## src/rtl/ctrl_pkg.sv

```systemverilog
// ============================================================================
//  Module   : ctrl_pkg
//  Purpose  : Shared opcodes, ALUOp encodings, FSM states and control bundle
//             for the multi-cycle RISC-V control unit.
//  Revision : 1.0 - initial release
// ============================================================================
`default_nettype none

package ctrl_pkg;

    localparam logic [6:0] OP_R          = 7'b0110011;
    localparam logic [6:0] OP_IMM        = 7'b0010011;
    localparam logic [6:0] OP_LOAD       = 7'b0000011;
    localparam logic [6:0] OP_STORE      = 7'b0100011;
    localparam logic [6:0] OP_BRANCH     = 7'b1100011;
    localparam logic [6:0] FUNCT7_MULDIV = 7'b0000001;

    localparam logic [1:0] ALUOP_I  = 2'b00;
    localparam logic [1:0] ALUOP_S  = 2'b01;
    localparam logic [1:0] ALUOP_R  = 2'b10;
    localparam logic [1:0] ALUOP_SB = 2'b11;

    typedef enum logic [1:0] {
        IDLE  = 2'd0,
        BUSY  = 2'd1,
        ISSUE = 2'd2
    } state_t;

    typedef struct packed {
        logic       regwrite;
        logic       memtoreg;
        logic       memread;
        logic       memwrite;
        logic       alusrc;
        logic       branch;
        logic [1:0] aluop;
        logic       valid;
    } ctrl_bundle_t;

    localparam ctrl_bundle_t BUBBLE = '0;

    // Writeback bundle shared by plain R-type ops and completed M ops.
    function automatic ctrl_bundle_t r_type_bundle();
        ctrl_bundle_t b;
        b          = BUBBLE;
        b.regwrite = 1'b1;
        b.aluop    = ALUOP_R;
        b.valid    = 1'b1;
        return b;
    endfunction

endpackage

`default_nettype wire

```

## src/rtl/ctrl_decode.sv

```systemverilog
// ============================================================================
//  Module   : ctrl_decode
//  Purpose  : Combinational opcode/funct7 decode into a control bundle plus
//             M-extension and illegal-opcode flags.
//  Revision : 1.0 - initial release
// ============================================================================
`default_nettype none

module ctrl_decode
    import ctrl_pkg::*;
(
    input  logic [6:0]   opcode,
    input  logic [6:0]   funct7,
    output ctrl_bundle_t bundle,
    output logic         is_mdu,
    output logic         illegal
);

    always_comb begin
        bundle  = BUBBLE;
        is_mdu  = 1'b0;
        illegal = 1'b0;
        case (opcode)
            OP_R: begin
                // M ops leave the bundle empty; the sequencer issues it later.
                if (funct7 == FUNCT7_MULDIV) begin
                    is_mdu = 1'b1;
                end else begin
                    bundle = r_type_bundle();
                end
            end
            OP_IMM: begin
                bundle.regwrite = 1'b1;
                bundle.alusrc   = 1'b1;
                bundle.aluop    = ALUOP_I;
                bundle.valid    = 1'b1;
            end
            OP_LOAD: begin
                bundle.regwrite = 1'b1;
                bundle.memtoreg = 1'b1;
                bundle.memread  = 1'b1;
                bundle.alusrc   = 1'b1;
                bundle.aluop    = ALUOP_I;
                bundle.valid    = 1'b1;
            end
            OP_STORE: begin
                bundle.memwrite = 1'b1;
                bundle.alusrc   = 1'b1;
                bundle.aluop    = ALUOP_S;
                bundle.valid    = 1'b1;
            end
            OP_BRANCH: begin
                bundle.branch = 1'b1;
                bundle.aluop  = ALUOP_SB;
                bundle.valid  = 1'b1;
            end
            default: begin
                illegal = 1'b1;
            end
        endcase
    end

endmodule

`default_nettype wire

```

## src/rtl/ctrl_unit_mc.sv

```systemverilog
// ============================================================================
//  Module   : ctrl_unit_mc
//  Purpose  : Registered ID/EX control bundle with stall/flush/NoOp handling
//             and an RV32M MUL/DIV sequencer. Define CTRL_PERF_EN to add the
//             bubble and MDU-busy performance counters.
//  Revision : 1.0 - initial release
// ============================================================================
`default_nettype none

module ctrl_unit_mc
    import ctrl_pkg::*;
#(
    parameter int unsigned ALUOP_W    = 2,
    parameter int unsigned MUL_CYCLES = 3,
    parameter int unsigned DIV_CYCLES = 32
) (
    input  logic               clk_i,
    input  logic               rst_i,
    input  logic [31:0]        inst_i,
    input  logic               valid_i,
    input  logic               noop_i,
    input  logic               flush_i,
    input  logic               stall_i,
    output logic               regwrite_o,
    output logic               memtoreg_o,
    output logic               memread_o,
    output logic               memwrite_o,
    output logic               alusrc_o,
    output logic               branch_o,
    output logic [ALUOP_W-1:0] aluop_o,
    output logic               valid_o,
    output logic               mdu_start_o,
    output logic [2:0]         mdu_op_o,
    output logic               mdu_kill_o,
    output logic               busy_o,
    output logic               illegal_o
`ifdef CTRL_PERF_EN
    ,
    output logic [31:0]        perf_bubble_o,
    output logic [31:0]        perf_mdu_o
`endif
);

    localparam logic [7:0] MUL_LOAD = 8'(MUL_CYCLES - 1);
    localparam logic [7:0] DIV_LOAD = 8'(DIV_CYCLES - 1);

    state_t       state, state_next;
    logic [7:0]   cnt, cnt_next;
    ctrl_bundle_t ctrl, ctrl_next;
    logic [2:0]   mdu_op, mdu_op_next;
    logic         busy, busy_next;
    logic         start, start_next;
    logic         kill, kill_next;
    logic         illegal, illegal_next;
    logic         advance;

    ctrl_bundle_t dec_bundle;
    logic         dec_is_mdu;
    logic         dec_illegal;
    logic         unused_inst_bits;

    assign unused_inst_bits = ^{inst_i[24:15], inst_i[11:7]};

    ctrl_decode u_decode (
        .opcode  (inst_i[6:0]),
        .funct7  (inst_i[31:25]),
        .bundle  (dec_bundle),
        .is_mdu  (dec_is_mdu),
        .illegal (dec_illegal)
    );

    // Flush overrides stall; a plain stall freezes everything.
    assign advance = flush_i || !stall_i;

    always_comb begin
        state_next   = state;
        cnt_next     = cnt;
        mdu_op_next  = mdu_op;
        busy_next    = busy;
        ctrl_next    = BUBBLE;
        start_next   = 1'b0;
        kill_next    = 1'b0;
        illegal_next = 1'b0;
        if (flush_i) begin
            state_next = IDLE;
            busy_next  = 1'b0;
            kill_next  = (state == BUSY);
        end else if (state == BUSY) begin
            if (cnt != 8'd0) begin
                cnt_next = cnt - 8'd1;
            end else begin
                state_next = ISSUE;
                busy_next  = 1'b0;
                ctrl_next  = r_type_bundle();
            end
        end else begin
            state_next = IDLE;
            busy_next  = 1'b0;
            if (valid_i && !noop_i) begin
                if (dec_is_mdu) begin
                    state_next  = BUSY;
                    busy_next   = 1'b1;
                    start_next  = 1'b1;
                    mdu_op_next = inst_i[14:12];
                    cnt_next    = inst_i[14] ? DIV_LOAD : MUL_LOAD;
                end else begin
                    ctrl_next    = dec_bundle;
                    illegal_next = dec_illegal;
                end
            end
        end
    end

    always_ff @(posedge clk_i) begin
        if (!rst_i) begin
            state   <= IDLE;
            cnt     <= 8'd0;
            ctrl    <= BUBBLE;
            mdu_op  <= 3'd0;
            busy    <= 1'b0;
            start   <= 1'b0;
            kill    <= 1'b0;
            illegal <= 1'b0;
        end else if (advance) begin
            state   <= state_next;
            cnt     <= cnt_next;
            ctrl    <= ctrl_next;
            mdu_op  <= mdu_op_next;
            busy    <= busy_next;
            start   <= start_next;
            kill    <= kill_next;
            illegal <= illegal_next;
        end else begin
            // Pulses must not repeat while the pipeline is frozen.
            start   <= 1'b0;
            kill    <= 1'b0;
            illegal <= 1'b0;
        end
    end

    assign regwrite_o  = ctrl.regwrite;
    assign memtoreg_o  = ctrl.memtoreg;
    assign memread_o   = ctrl.memread;
    assign memwrite_o  = ctrl.memwrite;
    assign alusrc_o    = ctrl.alusrc;
    assign branch_o    = ctrl.branch;
    assign aluop_o     = ALUOP_W'(ctrl.aluop);
    assign valid_o     = ctrl.valid;
    assign mdu_start_o = start;
    assign mdu_op_o    = mdu_op;
    assign mdu_kill_o  = kill;
    assign busy_o      = busy;
    assign illegal_o   = illegal;

`ifdef CTRL_PERF_EN
    logic [31:0] bubble_cnt;
    logic [31:0] mdu_cnt;

    always_ff @(posedge clk_i) begin
        if (!rst_i) begin
            bubble_cnt <= 32'd0;
            mdu_cnt    <= 32'd0;
        end else if (advance) begin
            if ((state != BUSY) && !ctrl_next.valid) begin
                bubble_cnt <= bubble_cnt + 32'd1;
            end
            if (busy) begin
                mdu_cnt <= mdu_cnt + 32'd1;
            end
        end
    end

    assign perf_bubble_o = bubble_cnt;
    assign perf_mdu_o    = mdu_cnt;
`endif

endmodule

`default_nettype wire

```

## config.mk

```make
export PLATFORM = sky130hd
export DESIGN_NAME = ctrl_unit_mc
export DESIGN_NICKNAME = d
export VERILOG_FILES = /design/src/rtl/ctrl_pkg.sv /design/src/rtl/ctrl_decode.sv /design/src/rtl/ctrl_unit_mc.sv
export SDC_FILE = /design/constraint.sdc
export NUM_CORES = 1
export LEC_CHECK = 0
export ABC_CLOCK_PERIOD_IN_PS = 3700
export BUFFER_PORTS_ARGS = -buffer_cell sky130_fd_sc_hd__buf_2
export CAP_MARGIN = 20
export CORE_AREA = 2 2 48 61
export CTS_CLUSTER_SIZE = 40
export DETAILED_ROUTE_END_ITERATION = 12
export DIE_AREA = 0 0 50 63
export GPL_ROUTABILITY_DRIVEN = 0
export PLACE_DENSITY = 0.76
export SLEW_MARGIN = 20
export SYNTH_ARGS = -nofsm -noshare
export SYNTH_HDL_FRONTEND = slang
export SYNTH_SLANG_ARGS = --single-unit
```

## constraint.sdc

```tcl
create_clock -name clk_i -period 3.7 [get_ports clk_i]
set_input_delay 0.74 -clock clk_i [delete_from_list [all_inputs] [get_ports clk_i]]
set_output_delay 0.74 -clock clk_i [all_outputs]
set_load 0.02 [all_outputs]
```

; Yosys cells after proc, flatten, opt, wreduce, memory -nomap -nowiden
; Index checks and enable logic that the tools add are counted.
[totals]
ff_bits = 26
in_bits = 38
out_inout_bits = 16
elab_cells = 76
[op_classes]
eq_ne = 9
bitwise_logic = 5
reduce_logical = 16
add_sub_neg = 1
mux = 30
[ops]
columns = operator, n
row1 = 9-bit 2-to-1 mux, 6
row2 = 8-bit 2-to-1 mux, 4
row3 = 7-bit by 6-bit == test with 1-bit output (second input constant), 2
row4 = 3-bit case mux with 4 select lines, 1
row5 = 1-bit 2-to-1 mux, 10
row6 = 5-bit AND reduction, 2
row7 = 1-bit case mux with 2 select lines, 4
row8 = 8-bit nonzero test, 1
row9 = 8-bit by 1-bit subtractor with 8-bit output (second input constant), 1
row10 = 7-bit by 1-bit == test with 1-bit output (second input constant), 1
row11 = 7-bit by 2-bit == test with 1-bit output (second input constant), 1
row12 = 7-bit by 5-bit == test with 1-bit output (second input constant), 1
row13 = 7-bit == test (second input constant), 1
row14 = 2-bit 2-to-1 mux, 3
row15 = 6-bit OR reduction, 1
row16 = 5-bit 2-to-1 mux, 1
row17 = 1-bit NOT, 5
row18 = 5-bit OR reduction, 1
row19 = 2-bit case mux with 2 select lines, 1
row20 = 2-bit nonzero test, 2
row21 = 4-bit OR reduction, 1
row22 = 3-bit inequality test (second input constant), 1
row23 = 3-bit AND reduction, 1
row24 = 3-bit OR reduction, 1
row25 = 7 further kinds, 8

; Logic depth before layout (Yosys ltp)
[logic_depth]
ltp_word = 7
depth_mapped = 7
depth_no_buf = 7

; By module
; From an unflattened synthesis, not the netlist that was laid out.
[hier_totals]
cells_unflattened = 146
area_unflattened_um2 = 1322.5
[modules_own_cells]
columns = module, area_each_um2, instances, seq_area_each_um2, cells_each
row1 = ctrl_unit_mc, 1182.4, 1, 500.5, 123
row2 = ctrl_decode, 140.1, 1, 0.0, 23

; Worst setup path before layout
; OpenSTA, ideal clock, no wires.
[synth_timing]
kind = in2reg
from = input flush_i
to = register cnt[0]
arrival_ns = 2.030
required_time_ns = 3.568
path_slack_ns = 1.538
stages = 5
path_buffers = 0
setup_time_ns = 0.132
path_cell_list = or4b_4 > nor4_4 > a21boi_2 > o21ai_0 > a21oi_1
[synth_via]
elab_chain_cells = 2
word_cells_on_any_way = 3
classes_between = bitwise: 1 / reduce/logical: 2
[synth_lines]
columns = element, line_no
row1 = "start, declared", ctrl_unit_mc.sv:22  ; input logic flush_i,
row2 = 1-bit logical OR / 1-bit NOT (equally long branches), n/a
row3 = 5-bit AND reduction (no source line) (*), n/a
row4 = "end signal, assigned", ctrl_unit_mc.sv:126  ; cnt <= cnt_next;
row5 = "end, declared", ctrl_unit_mc.sv:48  ; logic [7:0] cnt, cnt_next;
; Mark *: on every way between the ends. The rest lies on a longest branch, timed or not.
; A chain may end at the register's enable or synchronous reset.

; Worst setup path in the final report
[layout_timing]
from = input flush_i
to = register cnt[6]
; The elaborated chain is that of the path after synthesis.

==> metrics.yaml <==
status: "completed"
hp-class: "reg2reg"
fin_crit_ps: 2150
fillers: 243
cts_resized: 0
grt_pass1_vias: 1086
antenna_found_initial: 0
fin_setup_tns_ps: 0
via_per_inst: 5.56
antenna_cells: 0
cts_root_buf: "clkbuf_4"
met2WireLength_um: 1460
dieHeight_um: 63
ys.flop_type: "dfxtp_1"
crit_type: "in2reg"
yosysSeqAreaShare_pct: 39.7
worstPathRequired_ps: 3920
die_w_um: 50
multiInputGateArea_um2: 672
p_int_uw: 333
worst_slew_pin_slew_ps: 753
report.final.slew_viol_count: 0
first_pass_iters: 4
crit_fanout: 8
holdBufCountCts: 0
clk_pin_slew_ps: 130
h-tree-depth: 1
syn_nets: 178
wl_per_cell_um: 13.7
rows: 21
cts-buffers-inserted: 3
start_util_pct: 46.5
io_pins: 54
p_sw_uw: 100
final_common_cell: "buf_2"
reg2reg_depth: 7
dieArea_um2: 3150
dpl.hpwl_um: 2160
final_layout_size_suffix_gt1_share_pct: 30.1
drc: 0
period_share_pct: 58.2
ys_ff_latch: 24
clk_path_buf_depth: 2
r2r-end: "cnt[3]$_SDFFE_PN0P_"
most-common-layout-cells: "38 x buf_2, 24 x dfxtp_1, 16 x nor2_1"
critPathLaunchType: "input pin"
cp.arrival_ps: 2380
cts_setup_buffers: 0
p_clk_share_pct: 32.4
clock_sinks: 24
synthCells: 138
syn_avg_cell_area_um2: 8.77
synth_edf_count: 0
insertion_delay_ps: 320
switching_share_pct: 23.1
rsz0062_at_grt: "false"
fin_skew_ps: 5.88
power.leakage_nw: 0.638
min_to: "mdu_op_o[2]$_SDFFE_PN0P_"
wl_met1_um: 1100
endpoint_kind: "register"
postRouteAntennaNets: 0
synth_cell_type_count: 46
grt_max_degree: 17
grt_pass1_wl_um: 4720
route.met3.wl_um: 194
wl_um: 2830
regArea_um2: 480
peakVddDrop_uv: 207
netlist_area_um2: 1210
timing.rr.start: "cnt[0]$_SDFFE_PN0P_"
final_net_count: 214
yosysWarningCount: 0
synth_top_area_cell: "dfxtp_1"
num_vias: 1150
hold_depth: 2
r2r_setup_slack_ps: 1600
synth.area.top_cells: "dfxtp_1 40%, nor2_1 5.0%, a21oi_1 4.1%, mux2i_1 4.1%, nand2_1 3.7%"
hp-start: "mdu_op_o[2]$_SDFFE_PN0P_"
slew_headroom_pct: 49.7
core_um2: 2600
setup_viol: 0
power_density_nw_per_um2: 300
top_layer: "met4"
hold_viol: 0
max_freq_mhz: 464
grt_overflow: 0
netlist.area_leader.share_pct: 39.7
pwr-share-seq_pct: 59.8
async_reset_ff_share_pct: 0
drtIter0Drc: 17
cap_violations: 0
grtUsageTotal_pct: 19.3
power_frac_comb_pct: 7.8
fin_hold_ws_ps: 475
cts_tree: "built"
syn2layout_area_growth_pct: 19.3
portBuffers: 38
-- sequential cells by signal, summed over array words and instances (netlist names), 2 cells and up --
name,cells
aluop_o,2
cnt,8
state,2
mdu_op_o,3
-- cell usage after synthesis, types with 2 or more instances --
cell and number:
ha_1 2, a22oi_1 3, nor2_1 16, o211ai_1 2, a21oi_1 10, inv_1 6
nand2_1 12, clkbuf_1 4, xnor2_1 3, nand3_1 5, o21ai_0 3, nor3_1 4
o31ai_1 2, nor2b_1 2, mux2i_1 5, o21a_1 2, nor3b_1 2, nor4_1 3
nand2b_1 2, dfxtp_1 24
-- stage by stage --
stage / power (mW) / setup slack, ps / std cells / util, % / instance area [µm²]
global route: 0.448 / 1400 / 207 / 55.5 / 1440
floorplan: 0.281 / 1540 / 138 / - / 1210
global placement: 0.297 / 1200 / 203 / 54.1 / 1410
finish: 0.433 / 1550 / 207 / 55.5 / 1440
detailed placement: 0.298 / 1170 / 203 / 54.1 / 1410
CTS: 0.435 / 1520 / 207 / 55.5 / 1440
-- layout make-up --
type                            count  share of cell area (%)
Clock buffer                        4                    2.51
Inverter                            6                    1.56
Multi-Input combinational cell    101                    46.5
Sequential cell                    24                    33.3
Tap cell                           34                    2.95
Timing Repair Buffer               38                    13.2
-- worst max-delay path by stage --
stage	startpoint	to	slack (ps)
2_1_floorplan	flush_i	cnt[0]$_SDFFE_PN0P_	1540
3_3_place_gp	flush_i	cnt[0]$_SDFFE_PN0P_	1200
3_5_place_dp	flush_i	cnt[6]$_SDFFE_PN0P_	1170
4_1_cts	flush_i	cnt[6]$_SDFFE_PN0P_	1520
5_1_grt	flush_i	cnt[6]$_SDFFE_PN0P_	1400
6_report	flush_i	cnt[6]$_SDFFE_PN0P_	1550
-- layer usage --
layer	global-route usage, %	vias up
met5	0	-
met4	11.5	0
met3	3.11	6
met2	33.6	41
met1	21.5	531
li1	-	572
-- worst max-delay path, cell delays in order --
cell and delay [ps]:
buf_2 140, nor4b_1 630, o21ai_4 160, nor4_1 440
xnor2_1 190, nor2_1 70
-- logic make-up after synthesis --
group,Yosys count,synth area share [%]
mux,6,5.07
simple gates,58,26.9
buf+inv,13,4.76
fa+ha+maj,2,2.07
compound gates,32,19.3
xor+xnor,3,2.17
flops,24,39.7
-- power groups by stage --
stage	Combinational [mW]	Sequential, mW	Clock, mW
after detailed placement	0.0334	0.265	0
after CTS	0.0335	0.259	0.142
after global placement	0.0324	0.265	0
after floorplan	0.0154	0.265	0
after global routing	0.0376	0.260	0.151
final	0.0338	0.259	0.140
No activity file was read; power rests on OpenSTA's default activity.
